===== src/rtl/mem_line_transfer.sv =====
// Cache-line mover between cache SRAM and external word bus.
// Optional victim writeback, then optional line fill, one command at a time.
module mem_line_transfer #(
  parameter int SRAM_ADDR_W = 11
) (
  input  logic                   clk,
  input  logic                   rst,
  input  logic                   IN_MC_startRead,
  input  logic                   IN_MC_writeBack,
  input  logic [31:0]            IN_MC_sramAddr,
  input  logic [31:0]            IN_MC_extAddr,
  input  logic [31:0]            IN_MC_extWBAddr,
  input  logic [15:0]            IN_MC_size,
  output logic                   OUT_MC_busy,
  output logic                   OUT_EXT_req,
  output logic                   OUT_EXT_we,
  output logic [31:0]            OUT_EXT_addr,
  output logic [31:0]            OUT_EXT_wdata,
  input  logic                   IN_EXT_ack,
  input  logic [31:0]            IN_EXT_rdata,
  output logic                   OUT_CACHE_ce,
  output logic                   OUT_CACHE_we,
  output logic [SRAM_ADDR_W-1:0] OUT_CACHE_addr,
  output logic [31:0]            OUT_CACHE_wdata,
  input  logic [31:0]            IN_CACHE_rdata
);

  typedef enum logic [2:0] {
    IDLE,
    WB_FETCH,
    WB_LATCH,
    WB_REQ,
    RD_REQ,
    RD_LAST
  } state_t;

  localparam logic [SRAM_ADDR_W-1:0] SRAM_ONE = SRAM_ADDR_W'(1);

  state_t                 state;
  logic [SRAM_ADDR_W-1:0] sram_ptr;
  logic [SRAM_ADDR_W-1:0] line_start;
  logic [31:0]            wb_ptr;
  logic [31:0]            rd_ptr;
  logic [15:0]            count;
  logic [15:0]            size_q;
  logic                   fill_q;

  logic                   cmd;
  logic                   acked;
  logic [15:0]            count_nx;
  logic                   last;
  logic [SRAM_ADDR_W-1:0] sram_nx;
  logic [SRAM_ADDR_W-1:0] cmd_sram;
  logic                   unused_hi;

  assign cmd      = IN_MC_startRead | IN_MC_writeBack;
  assign acked    = IN_EXT_ack & OUT_EXT_req;
  assign count_nx = count + 16'd1;
  assign last     = (count_nx == size_q);
  assign sram_nx  = sram_ptr + SRAM_ONE;
  assign cmd_sram = IN_MC_sramAddr[SRAM_ADDR_W-1:0];

  assign unused_hi = ^IN_MC_sramAddr[31:SRAM_ADDR_W];

  // Busy must rise in the very cycle the command is presented.
  assign OUT_MC_busy = (state != IDLE) |
                       ((state == IDLE) & cmd);

  // Sequencer: all bus and SRAM outputs are registered for the next cycle.
  always_ff @(posedge clk or negedge rst) begin
    if (!rst) begin
      state           <= IDLE;
      sram_ptr        <= '0;
      line_start      <= '0;
      wb_ptr          <= '0;
      rd_ptr          <= '0;
      count           <= '0;
      size_q          <= '0;
      fill_q          <= 1'b0;
      OUT_EXT_req     <= 1'b0;
      OUT_EXT_we      <= 1'b0;
      OUT_EXT_addr    <= '0;
      OUT_EXT_wdata   <= '0;
      OUT_CACHE_ce    <= 1'b0;
      OUT_CACHE_we    <= 1'b0;
      OUT_CACHE_addr  <= '0;
      OUT_CACHE_wdata <= '0;
    end else begin
      OUT_CACHE_ce <= 1'b0;
      OUT_CACHE_we <= 1'b0;
      unique case (state)
        IDLE: begin
          if (cmd) begin
            line_start <= cmd_sram;
            sram_ptr   <= cmd_sram;
            wb_ptr     <= IN_MC_extWBAddr;
            rd_ptr     <= IN_MC_extAddr;
            size_q     <= IN_MC_size;
            fill_q     <= IN_MC_startRead;
            count      <= '0;
            if (IN_MC_writeBack && IN_MC_size != 16'd0) begin
              state          <= WB_FETCH;
              OUT_CACHE_ce   <= 1'b1;
              OUT_CACHE_addr <= cmd_sram;
            end else if (IN_MC_startRead && IN_MC_size != 16'd0) begin
              state        <= RD_REQ;
              OUT_EXT_req  <= 1'b1;
              OUT_EXT_we   <= 1'b0;
              OUT_EXT_addr <= IN_MC_extAddr;
            end
          end
        end
        WB_FETCH: begin
          state <= WB_LATCH;
        end
        WB_LATCH: begin
          OUT_EXT_wdata <= IN_CACHE_rdata;
          OUT_EXT_req   <= 1'b1;
          OUT_EXT_we    <= 1'b1;
          OUT_EXT_addr  <= wb_ptr;
          state         <= WB_REQ;
        end
        WB_REQ: begin
          if (acked) begin
            OUT_EXT_req <= 1'b0;
            OUT_EXT_we  <= 1'b0;
            wb_ptr      <= wb_ptr + 32'd4;
            sram_ptr    <= sram_nx;
            count       <= count_nx;
            if (last) begin
              if (fill_q) begin
                state        <= RD_REQ;
                OUT_EXT_req  <= 1'b1;
                OUT_EXT_addr <= rd_ptr;
                sram_ptr     <= line_start;
                count        <= '0;
              end else begin
                state <= IDLE;
              end
            end else begin
              state          <= WB_FETCH;
              OUT_CACHE_ce   <= 1'b1;
              OUT_CACHE_addr <= sram_nx;
            end
          end
        end
        RD_REQ: begin
          if (acked) begin
            OUT_CACHE_ce    <= 1'b1;
            OUT_CACHE_we    <= 1'b1;
            OUT_CACHE_addr  <= sram_ptr;
            OUT_CACHE_wdata <= IN_EXT_rdata;
            sram_ptr        <= sram_nx;
            rd_ptr          <= rd_ptr + 32'd4;
            OUT_EXT_addr    <= rd_ptr + 32'd4;
            count           <= count_nx;
            if (last) begin
              OUT_EXT_req <= 1'b0;
              state       <= RD_LAST;
            end
          end
        end
        RD_LAST: begin
          state <= IDLE;
        end
        default: begin
          state <= IDLE;
        end
      endcase
    end
  end

endmodule


===== config.mk =====
export PLATFORM = sky130hd
export DESIGN_NAME = mem_line_transfer
export DESIGN_NICKNAME = d
export VERILOG_FILES = /design/src/rtl/mem_line_transfer.sv
export SDC_FILE = /design/constraint.sdc
export NUM_CORES = 1
export LEC_CHECK = 0
export CAP_MARGIN = 10
export CORE_UTILIZATION = 50
export DETAILED_ROUTE_END_ITERATION = 12
export PLACE_DENSITY = 0.8
export SYNTH_ARGS = -nofsm -noshare
export SYNTH_HDL_FRONTEND = slang
export SYNTH_SLANG_ARGS = --single-unit

===== constraint.sdc =====
create_clock -name clk -period 5.5 [get_ports clk]
set_input_delay 1.65 -clock clk [delete_from_list [all_inputs] [get_ports clk]]
set_output_delay 1.65 -clock clk [all_outputs]
set_load 0.02 [all_outputs]

==> impl_results.md <==
* Post-CTS sizing at 0
* Setup TNS at 0 ns
* Setup crit start kind: primary input
* Ys flop type: dfrtp_1
* Crit-path slowest cell: clkdlybuf4s50_1
* Maximum fanout along the worst path at 7
* Global-route met3 utilization at 0.0718
* Crit path DAT at 3.16 ns
* Clock Sinks at 233
* Post-CTS Hold Buffers at 0
* Ys async rst share at 1.00
* Post-CTS setup repair buffer count at 0
* CTS clk-pin slew, worst paths at approximately 0.050 ns
* Design area at roughly 17000 sq um
* Crit-path cells: clkdlybuf4s50_1 -> nor2_1 -> nand2_1 -> clkdlybuf4s50_1
* Worst path max stage delay at ~0.64 ns
* Slew HR at 0.253
* Crit path kind: primary input to output pin
* Final cycle utilization of the critical path at 0.874
* Yosys cell types at slightly above 70
* WL final at 39.2 mm
* Min Tclk post-route at approximately 4.8 ns
* Most common cell after layout, fill and taps aside: clkdlybuf4s50_1
* Pwr Density at 220 nW/um^2
* Pin count of the biggest net entering global routing at about 100
* Warnings from Yosys at 0
* Vias in the first global route at 11900
* Post-synthesis sequential area ratio at 0.453
* Clk_lat worst skew at between 0.5 and 0.6 ns
* Post-DP Area at roughly 16000 sq um
* Nets at 1851
* GRT Util Overall at 0.292
* Layout area overhead at 29.6%
* Worst VDD drop at approximately 0.00023 V
* Longest Clk Path Bufs at 3
* Mapped Area at between 10000 and 15000 sq um
* Post-DP HPWL at around 27 mm
* Die W at 162 um
* DRT Pass-1 Iters at 6
* Syn Inst Count at 1446
* CORE AREA at between 20000 and 30000 sq um
* Grt total ovfl at 0
* Initial core utilization at 0.510
* Post-synthesis register bit count at around 230
* Routed WL per cell at between 15 and 20 um
* Routing usage on met1 at 0.380
* # fillers at 2008
* Initial antenna violation count at 3
* Routed Antenna Nets at 0
* Hold Path Class: flip-flop to flip-flop
* Ports at 293
* TritonCTS Buffers at 27
* Synthesized net count at 1631
* Most frequent CP cell: clkdlybuf4s50_1
* First-pass GRT wire length at 61.5 mm
* Die Y at ~160 um
* Number of enable flip-flop cells after synthesis at 0
* Max_cap viols at 0
* H-tree depth at 1
* Vias at about 12000
* DR DRC count at 0
* Mean area per synthesized cell at a little under 9 sq um
* Status: finished clean
* Commonest cells after routing, fill and taps aside: clkdlybuf4s50_1 (270), dfrtp_1 (232), nand2_1 (224)
* CP required at 3.85 ns
* Die area at between 20000 and 30000 sq um
* Row cnt at 58
* Vias per std cell at around 6
* Setup ws final at between 0.6 and 0.7 ns
* Final Hold Fails at 0
* TritonCTS clock tree: yes
* IO buf count at between 200 and 300
* Unrepaired setup endpoints after global routing: no
* Share of layout cells above drive strength 1 at 0.100
* Clock skew at 0.0113 ns
* DR iter-0 viols at 1237
* Final setup viols at 0
* Clock tree root driver cell: clkbuf_16
* F_max at 208 MHz
* Lkg Pwr at 7.38 nW
* Overall Power at ~0.0037 W
* Worst slack at placement at between 0.7 and 0.8 ns
* Worst Max-Slew Pin Slew at roughly 1.1 ns
* Final hold slack at about 0.47 ns
* GPL Wtd Cong at 0.884
* M2 GR Usage at 0.474
* Crit end category: output pin
* Slew Limit Fails at 0
* Top Usage Layer GRT: met2
## per-stage QoR
stage | cells | util
after global placement | 1967 | 0.626
after CTS | 2016 | 0.661
after global routing | 2016 | 0.661
after floorplan | 1446 | -
final | 2017 | 0.661
after detailed placement | 1967 | 0.626
## Yosys cell counts, types with 16 or more instances
cell / count / area, sq um
nand3_1: 51 / 255
dfrtp_1: 233 / 5830
o22ai_1: 30 / 188
and3_1: 18 / 113
mux2i_1: 33 / 330
nor2_1: 122 / 458
mux2_2: 69 / 777
nand4_1: 22 / 138
nor3_1: 29 / 145
a21oi_1: 154 / 771
o21ai_0: 114 / 571
xnor2_1: 35 / 307
clkbuf_1: 74 / 278
a31oi_1: 18 / 113
xor2_1: 16 / 140
nand2_1: 224 / 841
## registers in the layout, indices dropped and copies added (netlist names)
name,flops
OUT_CACHE_wdata,32
OUT_EXT_addr,32
OUT_EXT_wdata,32
rd_ptr,32
wb_ptr,32
count,16
size_q,16
OUT_CACHE_addr,11
line_start,11
sram_ptr,11
state,3
OUT_CACHE_ce,1
OUT_CACHE_we,1
OUT_EXT_req,1
OUT_EXT_we,1
fill_q,1
## worst max-delay path, delay by kind of cell
| family | cells | cell delay [ns] |
|---|---|---|
| buffers and inverters | 2 | 1.25 |
| and+or+nand+nor | 2 | 0.26 |
## layout make-up
cell class | count | area (sq um) | area share
multi-input cells | 1092 | 6590 | 0.395
flip-flops and latches | 233 | 5830 | 0.350
repair buffers | 295 | 2910 | 0.174
clock buffers | 42 | 812 | 0.0487
well taps | 330 | 413 | 0.0247
clock inverters | 7 | 66.3 | 0.00397
inverters | 17 | 63.8 | 0.00382
diodes | 1 | 2.50 | 0.000150
## layer usage
metal	part of all wire	up-vias
met3	0.11	90
met1	0.39	5903
met2	0.47	661
met4	0.031	4
li1	-	5637
met5	0.00069	-
## cell families after synthesis
group | count (synthesis) | share of synthesized area
compound gates | 419 | 0.196
xor+xnor | 52 | 0.0365
fa+ha+maj | 4 | 0.00389
buf+inv | 121 | 0.0390
flops | 233 | 0.453
mux | 109 | 0.0942
simple gates | 508 | 0.177
## power breakdown
group          switching, W  internal, W
combinational     0.0000739     0.000108
clock              0.000721      0.00106
sequential                0      0.00171
## path summary, 6_finish.rpt
check / end / slack, ns / start / depth (start not counted)
min in group asynchronous: OUT_CACHE_wdata[8]$_DFFE_PN0P_ / 1.18 / rst / 1
hold reg to reg: wb_ptr[0]$_DFFE_PN0P_ / 0.47 / wb_ptr[0]$_DFFE_PN0P_ / 2
max in group asynchronous: OUT_EXT_wdata[20]$_DFFE_PN0P_ / 3.37 / rst / 2
setup reg to reg: count[15]$_DFFE_PN0P_ / 1.13 / state[2]$_DFFE_PN0P_ / 9
setup / recovery: OUT_MC_busy / 0.69 / IN_MC_writeBack / 4
hold / removal: wb_ptr[0]$_DFFE_PN0P_ / 0.47 / wb_ptr[0]$_DFFE_PN0P_ / 2
Power figures use the tool's default switching activity.
